[src/rtl/load_store_unit.sv]
// Load/store unit: turns byte/half/word CPU accesses into whole-word
// memory cycles, with read-modify-write for partial stores.
module load_store_unit #(
    parameter int DATA_WIDTH   = 32,
    parameter int MEMORY_DEPTH = 256
) (
    input  logic                  clk,
    input  logic                  reset,
    input  logic                  req,
    input  logic                  we,
    input  logic [1:0]            size,
    input  logic                  unsigned_ld,
    input  logic [31:0]           addr,
    input  logic [DATA_WIDTH-1:0] wdata,
    output logic [DATA_WIDTH-1:0] rdata,
    output logic                  done,
    output logic                  err,
    output logic                  busy,
    output logic [31:0]           MemAddress,
    output logic [DATA_WIDTH-1:0] MemWriteData,
    output logic                  MemWrite,
    output logic                  MemRead,
    input  logic [DATA_WIDTH-1:0] MemReadData
);

    typedef enum logic [1:0] {
        IDLE = 2'b00,
        RD   = 2'b01,
        WR   = 2'b10,
        DONE = 2'b11
    } lsuState_t;

    localparam logic [1:0] SZ_BYTE = 2'b00;
    localparam logic [1:0] SZ_HALF = 2'b01;
    localparam logic [1:0] SZ_WORD = 2'b10;
    localparam logic [1:0] SZ_BAD  = 2'b11;

    lsuState_t state;
    lsuState_t stateNext;

    logic                  weQ;
    logic [1:0]            sizeQ;
    logic                  unsQ;
    logic [31:0]           addrQ;
    logic [DATA_WIDTH-1:0] wdataQ;
    logic [DATA_WIDTH-1:0] mergeQ;
    logic [DATA_WIDTH-1:0] rdataQ;
    logic                  errQ;

    logic                  accept;
    logic                  misaligned;
    logic                  outOfRange;
    logic                  reqErr;
    logic [31:0]           wordIdx;
    lsuState_t             acceptState;

    logic [4:0]            laneShift;
    logic [DATA_WIDTH-1:0] shifted;
    logic [7:0]            laneByte;
    logic [15:0]           laneHalf;
    logic [DATA_WIDTH-1:0] loadVal;
    logic [DATA_WIDTH-1:0] mergeVal;
    logic                  isWordStoreQ;

    // Request decode, evaluated on the live inputs at the accepting edge
    assign wordIdx    = {2'b00, addr[31:2]};
    assign misaligned = ((size == SZ_HALF) && addr[0]) ||
                        ((size == SZ_WORD) && (addr[1:0] != 2'b00));
    assign outOfRange = wordIdx >= 32'(MEMORY_DEPTH);
    assign reqErr     = misaligned || outOfRange || (size == SZ_BAD);

    always_comb begin
        acceptState = RD;
        if (reqErr) begin
            acceptState = DONE;
        end else if (we && (size == SZ_WORD)) begin
            acceptState = WR;
        end
    end

    // A request held through DONE is taken on the edge that ends DONE,
    // so back-to-back accesses lose no cycle.
    always_comb begin
        stateNext = state;
        accept    = 1'b0;
        unique case (state)
            IDLE: begin
                if (req) begin
                    accept    = 1'b1;
                    stateNext = acceptState;
                end
            end
            RD: begin
                stateNext = weQ ? WR : DONE;
            end
            WR: begin
                stateNext = DONE;
            end
            DONE: begin
                if (req) begin
                    accept    = 1'b1;
                    stateNext = acceptState;
                end else begin
                    stateNext = IDLE;
                end
            end
            default: begin
                stateNext = IDLE;
            end
        endcase
    end

    // Lane extraction and merge, little-endian within the word
    assign laneShift = {addrQ[1:0], 3'b000};
    assign shifted   = MemReadData >> laneShift;
    assign laneByte  = shifted[7:0];
    assign laneHalf  = addrQ[1] ? MemReadData[31:16] : MemReadData[15:0];

    always_comb begin
        loadVal = MemReadData;
        unique case (sizeQ)
            SZ_BYTE: loadVal = {{24{~unsQ & laneByte[7]}}, laneByte};
            SZ_HALF: loadVal = {{16{~unsQ & laneHalf[15]}}, laneHalf};
            default: loadVal = MemReadData;
        endcase
    end

    always_comb begin
        mergeVal = MemReadData;
        unique case (sizeQ)
            SZ_BYTE: mergeVal[laneShift +: 8] = wdataQ[7:0];
            SZ_HALF: mergeVal[{addrQ[1], 4'b0000} +: 16] = wdataQ[15:0];
            default: mergeVal = MemReadData;
        endcase
    end

    always_ff @(posedge clk or posedge reset) begin
        if (reset) begin
            state <= IDLE;
        end else begin
            state <= stateNext;
        end
    end

    always_ff @(posedge clk or posedge reset) begin
        if (reset) begin
            weQ    <= 1'b0;
            sizeQ  <= 2'b00;
            unsQ   <= 1'b0;
            addrQ  <= '0;
            wdataQ <= '0;
            errQ   <= 1'b0;
        end else if (accept) begin
            weQ    <= we;
            sizeQ  <= size;
            unsQ   <= unsigned_ld;
            addrQ  <= addr;
            wdataQ <= wdata;
            errQ   <= reqErr;
        end
    end

    always_ff @(posedge clk or posedge reset) begin
        if (reset) begin
            rdataQ <= '0;
            mergeQ <= '0;
        end else if (state == RD) begin
            if (weQ) begin
                mergeQ <= mergeVal;
            end else begin
                rdataQ <= loadVal;
            end
        end
    end

    assign isWordStoreQ = (sizeQ == SZ_WORD);

    // Memory-side outputs decode from state alone, so an asynchronous
    // reset withdraws the write strobe immediately.
    assign rdata        = rdataQ;
    assign busy         = (state != IDLE);
    assign done         = (state == DONE);
    assign err          = (state == DONE) && errQ;
    assign MemRead      = (state == RD);
    assign MemWrite     = (state == WR);
    assign MemAddress   = ((state == RD) || (state == WR)) ?
                          {2'b00, addrQ[31:2]} : 32'd0;
    assign MemWriteData = (state == WR) ?
                          (isWordStoreQ ? wdataQ : mergeQ) : '0;

endmodule
[config.mk]
export PLATFORM = sky130hd
export DESIGN_NAME = load_store_unit
export DESIGN_NICKNAME = d
export VERILOG_FILES = /design/src/rtl/load_store_unit.sv
export SDC_FILE = /design/constraint.sdc
export NUM_CORES = 1
export LEC_CHECK = 0
export CAP_MARGIN = 20
export CORE_ASPECT_RATIO = 1.1
export CORE_UTILIZATION = 46
export CTS_BUF_LIST = sky130_fd_sc_hd__clkbuf_8
export DETAILED_ROUTE_END_ITERATION = 10
export PLACE_DENSITY = 0.85
export REMOVE_ABC_BUFFERS = 1
export SLEW_MARGIN = 15
export SYNTH_ARGS = -nofsm -noshare
export SYNTH_HDL_FRONTEND = slang
export SYNTH_SLANG_ARGS = --single-unit
[constraint.sdc]
create_clock -name clk -period 4.2 [get_ports clk]
set_input_delay 0.63 -clock clk [delete_from_list [all_inputs] [get_ports clk]]
set_output_delay 0.63 -clock clk [all_outputs]
set_load 0.05 [all_outputs]
==> results of run 1 <==
[registers in the layout (all words and copies together), names as in the netlist]
signal / count
state: 2
errQ: 1
weQ: 1
unsQ: 1
wdataQ: 32
mergeQ: 32
sizeQ: 2
addrQ: 32
rdata: 32
[cells in the final DEF (no fill, tap or decap), drive strengths merged, types with 37 or more instances in the layout]
cell type,count
o21ai,37
mux2,66
nor2,76
nand2,169
clkdlybuf4s50,170
buf,47
dfrtp,135
a22o,39
[cell type report]
| type | count | area, um2 | area share |
|---|---|---|---|
| multi-input cells | 629 | 4143 | 0.4011 |
| flip-flops and latches | 135 | 3381 | 0.3273 |
| repair buffers | 217 | 2087 | 0.2021 |
| well taps | 229 | 286.5 | 0.02774 |
| clock buffers | 17 | 234.0 | 0.02265 |
| clock inverters | 15 | 155.1 | 0.01502 |
| inverters | 10 | 42.54 | 0.004119 |
[through the flow]
step / hold slack [ps] / instances / instance area, um2 / setup WS [ps]
finish: 501.6 / 1252 / 10330 / 683.4
global route: 517.4 / 1252 / 10330 / 524.7
CTS: 507.7 / 1251 / 10300 / 617.6
detailed placement: 487.9 / 1219 / 9912 / 1150
global placement: 480.8 / 1219 / 9912 / 1354
floorplan: 462.3 / 774 / 7547 / -465.7
[final timing paths]
check                      startpoint        endpoint  slack [ps]  cells past startpoint
max in group asynchronous       reset        sizeQ[1]        2970                      3
setup reg to reg             state[0]      wdataQ[27]        1530                      5
hold reg to reg                  errQ            errQ         500                      1
setup / recovery             state[0]  MemAddress[28]         680                      4
min in group asynchronous       reset       mergeQ[6]         570                      2
hold / removal                   errQ            errQ         500                      1
[worst max-delay path: cells and delay by family, from the launching register on]
family	cells	cell delay [ps]
AND/OR/NAND/NOR	1	250
flip-flops	1	410
buffers and inverters	2	920
adder cells (fa/ha/maj)	1	850
[where the power goes]
part	switching (mW)	internal (mW)
logic	4.10	2.32
clock network	0.555	0.528
registers	0.531	1.95
total	5.18	4.79
[layer usage]
metal	vias to the layer above	wire, um	GRT usage
met5	-	0	0
met2	366	11590	0.4586
met4	0	685	0.1003
met1	3455	9688	0.3474
li1	3316	-	-
met3	46	2068	0.07151
[logic make-up after synthesis]
logic type	count (synthesis)
AOI/OAI and AO/OA	209
adders and majority gates	10
buffers and inverters	79
DFF	135
muxes	68
other	1
and+or+nand+nor	340
==> reports/results.txt, run 1 <==
Highest-delay cell along the critical path: sky130_fd_sc_hd__ha_1. The critical path is of the reg -> out type. The shortest clock period the worst path allows after layout is 3517 ps, and the routability congestion estimate from global placement is 0.8587. The share of cell area taken by muxes after synthesis is 0.09787.

The tools report the total via count after detailed routing as 7183. In the post-synthesis netlist, the biggest area contributors are sky130_fd_sc_hd__dfrtp_1, sky130_fd_sc_hd__mux2_2, sky130_fd_sc_hd__nand2_1. The maximum fanout count along the critical path was 31. The critical path goes through inv_1 > ha_1 > and2_1 > clkdlybuf4s50_1. Post-cts hold buffer count: 0.

The first global-routing pass estimated 37.84 mm of wire. For the worst setup path, the data required time is 3570 ps. In the synthesized netlist the dominant register cell turns out to be sky130_fd_sc_hd__dfrtp_1.

The core region is 16610 um2. The detailed-router iteration count before antenna repair was 6; the fraction of synthesized cell area in xor and xnor cells was 0. sky130_fd_sc_hd__dfrtp_1 takes more of the synthesized area than any other cell. STA classifies the critical path startpoint as a flop.

In this run the number of H-tree levels came out at 4. The worst-case headroom to the max-slew limit is 0.4425, and the power density over the cells is 966.0 nW/um2. The synthesized-area fraction occupied by and/or/nand/nor cells was 0.1984; the share of synthesized area occupied by flip-flops and latches was 0.4262. The half-perimeter wire length after detailed placement was 16.32 mm; the leakage power summed over all cells was 4.234 nW. The run gives 50 as the number of distinct library cells after synthesis. The portion of synthesized cell area occupied by the leading cell type is 0.4262. The die is 139.7 um tall. The die covers 17760 um2. Max-slew violation total from the final report: 0. The number of storage elements in the synthesis netlist came out at 135.

In the synthesized netlist, the cells that appear most often are sky130_fd_sc_hd__nand2_1, sky130_fd_sc_hd__dfrtp_1, sky130_fd_sc_hd__nor2_1. The tools report the worst endpoint data arrival time as 2890 ps. Compared with the post-synthesis result, the final layout area differs by 30.31%. The critical path's largest stage delay is 850 ps. The peak supply drop is 0.6640 mV, and the total number of nets in the final design is 1123. The fraction of the mapped netlist area in adder cells is 0.01579.

Dividing the detail-routed wire length by the instance count gives 19.20 um. TritonCTS built the clock tree. The later-pin clock latency in the skew report is 450 ps. The number of antenna repair diodes was 0; the mean instance size in the synthesized netlist was 9.414 um2.

The synthesized-area fraction occupied by ao, oa, aoi and oai cells works out to 0.2082. For this run, the number of Yosys warnings is 0. The type of destination of the critical path was an output pin. The run gives 7057 as the number of global-route vias before repair. Number of setup violations in the final report: 0. The number of gates resized after CTS was 0. After floorplanning, the core was divided into 49 placement rows. The share of final-layout standard cells stronger than drive strength 1 was 0.1720. The fraction of registers with async set or reset after synthesis came out at 1.000. The clock net in this run drives a total of 135 sinks. The max-capacitance violation count was 0; the share of the cycle needed by the critical path after routing was 0.8373.

The utilization of the core after routing was 0.6217; the detailed-route wire length was 24.03 mm. Counting every instance in the synthesized netlist gives 842. The run gives 0 as the hold violation total from the final report. The design draws 9.977 mW. Once detail routing completed, the nets flagged for antenna violations numbered 0. During placement, the flow inserted port buffers numbering 201.

The number of enable-type register cells in the synthesized netlist works out to 0. Among all cell types in the netlist, the one instantiated most often is sky130_fd_sc_hd__nand2_1. In the routed design, unresolved DRC markers number 0. After the first detailed-routing iteration, the DRC count stood at 856.

Setup total negative slack on the finished layout was measured at 0 ps. 204 I/O pins were placed. The run gives 0 as the number of buffers added for setup after CTS.

The logs give 2 for the maximum root-to-sink buffer count and 6.556 ps for the worst-case clock skew. The run finished with clean final reports. The x dimension of the die was 127.2 um. By area, the combinational part of the netlist is dominated by compound AO/OA/AOI/OAI gates. The maximum number of pins on one net before global-route repair was 107; the via density per instance was 5.737.

The total global routing overflow is 0. In this run, CTS created clock tree buffers numbering 17. The cell sitting at the root of the clock tree is a sky130_fd_sc_hd__clkbuf_8. Setup repair after global routing left no endpoint under its margin. Number of fill cells in the layout: 1398.

The run gives 7926 um2 as the summed instance area of the synthesized netlist. The clock-pin slew on the worst setup and hold paths was 90 ps; the timing-limited maximum frequency was 284.4 MHz. The transition time at the pin with the least slew margin came out at 836.3 ps.

The tightest min-delay check is of the reg -> reg type. The logs give 0.2767 for the aggregate global-route resource usage and 0 for the number of antenna violations at the first check in global routing. Initial standard-cell utilization of the core: 0.4771.
(Power assumes the default switching activity.)
==> run 2: changes to the inputs <==
clock period = 2.8 ns   (was 4.2 ns; I/O delays follow)
==> run 2 against run 1 <==
- design area is 4.3% higher
- die area stayed put
- first-iteration DRC count shrank 2.7%
- sequential share of layout area shrank 1.3 points
- clock power rose by 45%
- critical path depth grew 1
- cell count is 0.80% higher
- flip-flop and latch count unchanged
- clock skew increased by 5.3 ps
- global-route usage up 0.16 points
- worst setup slack worse by 550 ps
- routed wire length is 0.11% lower
==> reports/results.txt, run 2 (synthesis results as in run 1) <==
The flow ran to the end, and the final reports show no timing, DRC or antenna violations. The run gives 51 (was 107) as the maximum number of pins on one net before global-route repair. The run gives 0 (unchanged) as the number of setup violations in the final report. The die outline area was 17760 um2 (unchanged); the number of antenna repair diodes was 0 (unchanged). The later-pin clock latency in the skew report came out at 460 ps (was 450 ps). Worst endpoint data arrival time: 2250 ps (was 2890 ps). The aggregate global-route resource usage came out at 0.2783 (was 0.2767). The placeable core region came out at 16610 um2 (unchanged).

Count of routing violations after the opening detailed-route iteration: 833 (was 856). Setup repair after global routing left no endpoint under its margin. The highest-delay cell along the critical path is sky130_fd_sc_hd__dfrtp_2 (was sky130_fd_sc_hd__ha_1).

The critical path's largest stage delay works out to 570 ps (was 850 ps). The detailed-route wire length is 24.01 mm (was 24.03 mm), and the leakage power summed over all cells is 4.458 nW (was 4.234 nW). The share of final-layout standard cells stronger than drive strength 1 was 0.2130 (was 0.1720). The shortest clock period the worst path allows after layout works out to 2667 ps.

The internal cell power came out at 7.732 mW (was 4.795 mW). The run gives 0.8939 (was 0.8587) as the routability congestion estimate from global placement. The transition time at the pin with the least slew margin is 708.8 ps (was 836.3 ps), and the maximum root-to-sink buffer count is 2 (unchanged). The pre-CTS worst setup slack came out at 570.5 ps (was 1150 ps).

The total via count after detailed routing is 7314 (was 7183). The root cell of the clock tree is sky130_fd_sc_hd__clkbuf_8 (unchanged). The run gives 11.88 ps (was 6.556 ps) as the worst-case clock skew. The tools report the total power draw as 15.65 mW (was 9.977 mW). The count of input and output buffers works out to 201 (unchanged). The worst setup slack for register-to-register paths is 610 ps (was 1530 ps), and the detailed-router iteration count before antenna repair is 6 (unchanged). For the worst-case headroom to the max-slew limit, the log shows 0.5252 (was 0.4425). The clock-pin slew on the worst setup and hold paths is 70 ps (was 90 ps), and the routing usage on met3 is 0.08074 (was 0.07151). For the area occupied by registers, the log shows 3381 um2 (unchanged). The run gives 1133 (was 1123) as the total number of nets in the final design.

Share of the cycle needed by the critical path after routing: 0.9526. The power density over the cells was 1453 nW/um2 (was 966.0 nW/um2). The number of buffers added for setup after CTS came out at 0 (unchanged). For the utilization of the core after routing, the log shows 0.6482 (was 0.6217). The worst hold margin was 385.0 ps (was 501.6 ps). Hold violation total from the final report: 0 (unchanged). Most common cell after layout, fill and taps aside: sky130_fd_sc_hd__nand2_1 (was sky130_fd_sc_hd__clkdlybuf4s50_1). The category of the critical setup timing path is reg -> out (unchanged). The remaining design rule violation count is 0 (unchanged), and the number of cells after detailed placement is 1230 (was 1219).

The timing-limited maximum frequency is 374.9 MHz, and the max-slew violation total from the final report is 0 (unchanged). Average detailed-routed wire length per instance: 19.02 um (was 19.20 um). The tools report the post-route non-filler standard cell count as 1262 (was 1252). The global-route wire length before repair is 38.27 mm (was 37.84 mm). The tools report the critical path launch point type as a flop (unchanged). Most crowded layer after global routing: met2 (unchanged). The chip height came out at 139.7 um (unchanged). The number of antenna violations at the first check in global routing is 0 (unchanged).

The count of clock tree sinks came out at 135 (unchanged). The peak supply drop came out at 1.125 mV (was 0.6640 mV). The combined area of the multi-input logic cells is 4148 um2 (was 4143 um2).

The row count is 49 (unchanged). The switching component of the power came out at 7.913 mW (was 5.182 mW). The switching power as a share of total power was 0.5058 (was 0.5194).

Most frequent cells in the layout: sky130_fd_sc_hd__nand2_1, sky130_fd_sc_hd__clkdlybuf4s50_1, sky130_fd_sc_hd__dfrtp_1 (was sky130_fd_sc_hd__clkdlybuf4s50_1, sky130_fd_sc_hd__nand2_1, sky130_fd_sc_hd__dfrtp_1). The area added between synthesis and finish was 35.86% (was 30.31%). TritonCTS built the clock tree.

For the max-capacitance violation count, the log shows 0 (unchanged). The share of power burned in combinational logic came out at 0.666 (was 0.643). The logs give 204 (unchanged) for the count of boundary I/O pins and 0.234 (was 0.249) for the share of power burned in registers. The number of global-route vias before repair was 7255 (was 7057).

For the met1 routing resource usage after global routing, the log shows 0.3371 (was 0.3474). The tools report the type of destination of the critical path as an output pin (unchanged). Via density per instance: 5.796 (was 5.737).

The sum of buffers and inverters on the critical path came out at 2 (unchanged). The number of buffers created by CTS was 17 (unchanged). For the half-perimeter wire length after detailed placement, the log shows 16.87 mm (was 16.32 mm). The remaining antenna violation count came out at 0 (unchanged).

The total global routing overflow was 0 (unchanged); the required time at the worst-slack endpoint was 2380 ps (was 3570 ps). The met2 track utilization from global routing came out at 0.4607 (was 0.4586). The cell family contributing the most delay on the critical path is flip-flops (was buffers and inverters). The type of the most critical hold path is in -> async (was reg -> reg). The run gives 132.8 ps (was 683.4 ps) as the post-route worst setup slack. The number of fill cells in the layout is 1284 (was 1398).

The maximum fanout count along the critical path came out at 18 (was 31). Ordered cell list for the critical path: nor2b_2 > buf_4 > nand2_1 > a21boi_0 > buf_12 (was inv_1 > ha_1 > and2_1 > clkdlybuf4s50_1). The clock network fraction of design power was 0.101 (was 0.109); the x dimension of the die was 127.2 um (unchanged).

The CTS H-tree depth was 4 (unchanged); the initial standard-cell utilization of the core was 0.4771 (unchanged).
run 2: cell count changes in the layout (fill, tap and decap cells not counted), sizes merged:
cell,previous run,this run
clkinvlp,5,1
clkinv,4,8
bufinv,2,1
clkbuf,17,18
buf,47,89
clkdlybuf4s50,170,138
run 2: stage by stage:
step,setup TNS [ps],area [um2]
final,0,10770
after global routing,0,10770
after CTS,0,10760
after detailed placement,0,10390
after global placement,0,10390
after floorplan,-347540,7547
run 2: final cells by class:
| type | count | share of cell area |
|---|---|---|
| Sequential cell | 135 | 0.3139 |
| Multi-Input combinational cell | 629 | 0.3852 |
| Tap cell | 229 | 0.02661 |
| Clock inverter | 14 | 0.01173 |
| Clock buffer | 18 | 0.02300 |
| Inverter | 10 | 0.003950 |
| Timing Repair Buffer | 227 | 0.2356 |
run 2: final timing paths:
check                                 from         endpoint  cells after the start
min in group clk                mergeQ[30]       mergeQ[30]                      2
max in group asynchronous            reset        rdata[16]                      3
worst min-delay path                 reset        wdataQ[6]                      2
worst min register to register  mergeQ[30]       mergeQ[30]                      2
worst max-delay path              sizeQ[1]  MemWriteData[1]                      5
worst max register to register    addrQ[0]        mergeQ[9]                      7
run 2: worst reg2reg max path, cell delays in order (launching register included):
cell and delay, ps:
sky130_fd_sc_hd__dfrtp_1 320, sky130_fd_sc_hd__buf_4 230, sky130_fd_sc_hd__inv_1 150, sky130_fd_sc_hd__ha_1 350
sky130_fd_sc_hd__and4b_1 330, sky130_fd_sc_hd__a22o_1 230, sky130_fd_sc_hd__a221oi_1 350, sky130_fd_sc_hd__nor2_1 110
run 2: power by group through the flow:
stage / Sequential [mW] / Clock, mW / Combinational (mW)
after floorplan: 4.39 / 0 / 5.81
after global placement: 3.64 / 0 / 10.2
after detailed placement: 3.67 / 0 / 10.4
after CTS: 3.64 / 1.59 / 10.4
after global routing: 3.77 / 1.67 / 11.0
final: 3.66 / 1.57 / 10.4
run 2: per-layer routing:
layer  up-vias  part of all wire
li1       3324                 -
met5         -                 0
met1      3545              0.39
met4         0             0.032
met2       385              0.49
met3        60             0.096
run 2: repair_timing:
item                       in CTS  in global routing
hold buffers                    0                  0
setup endpoints to repair       0                 16
resized for setup               0                  2
==> run 3: changes to the inputs <==
SKIP_CTS_REPAIR_TIMING = 1   (was default)
==> results of run 3 <==
The final DEF is identical to that of run 2; final timing and power are the same.
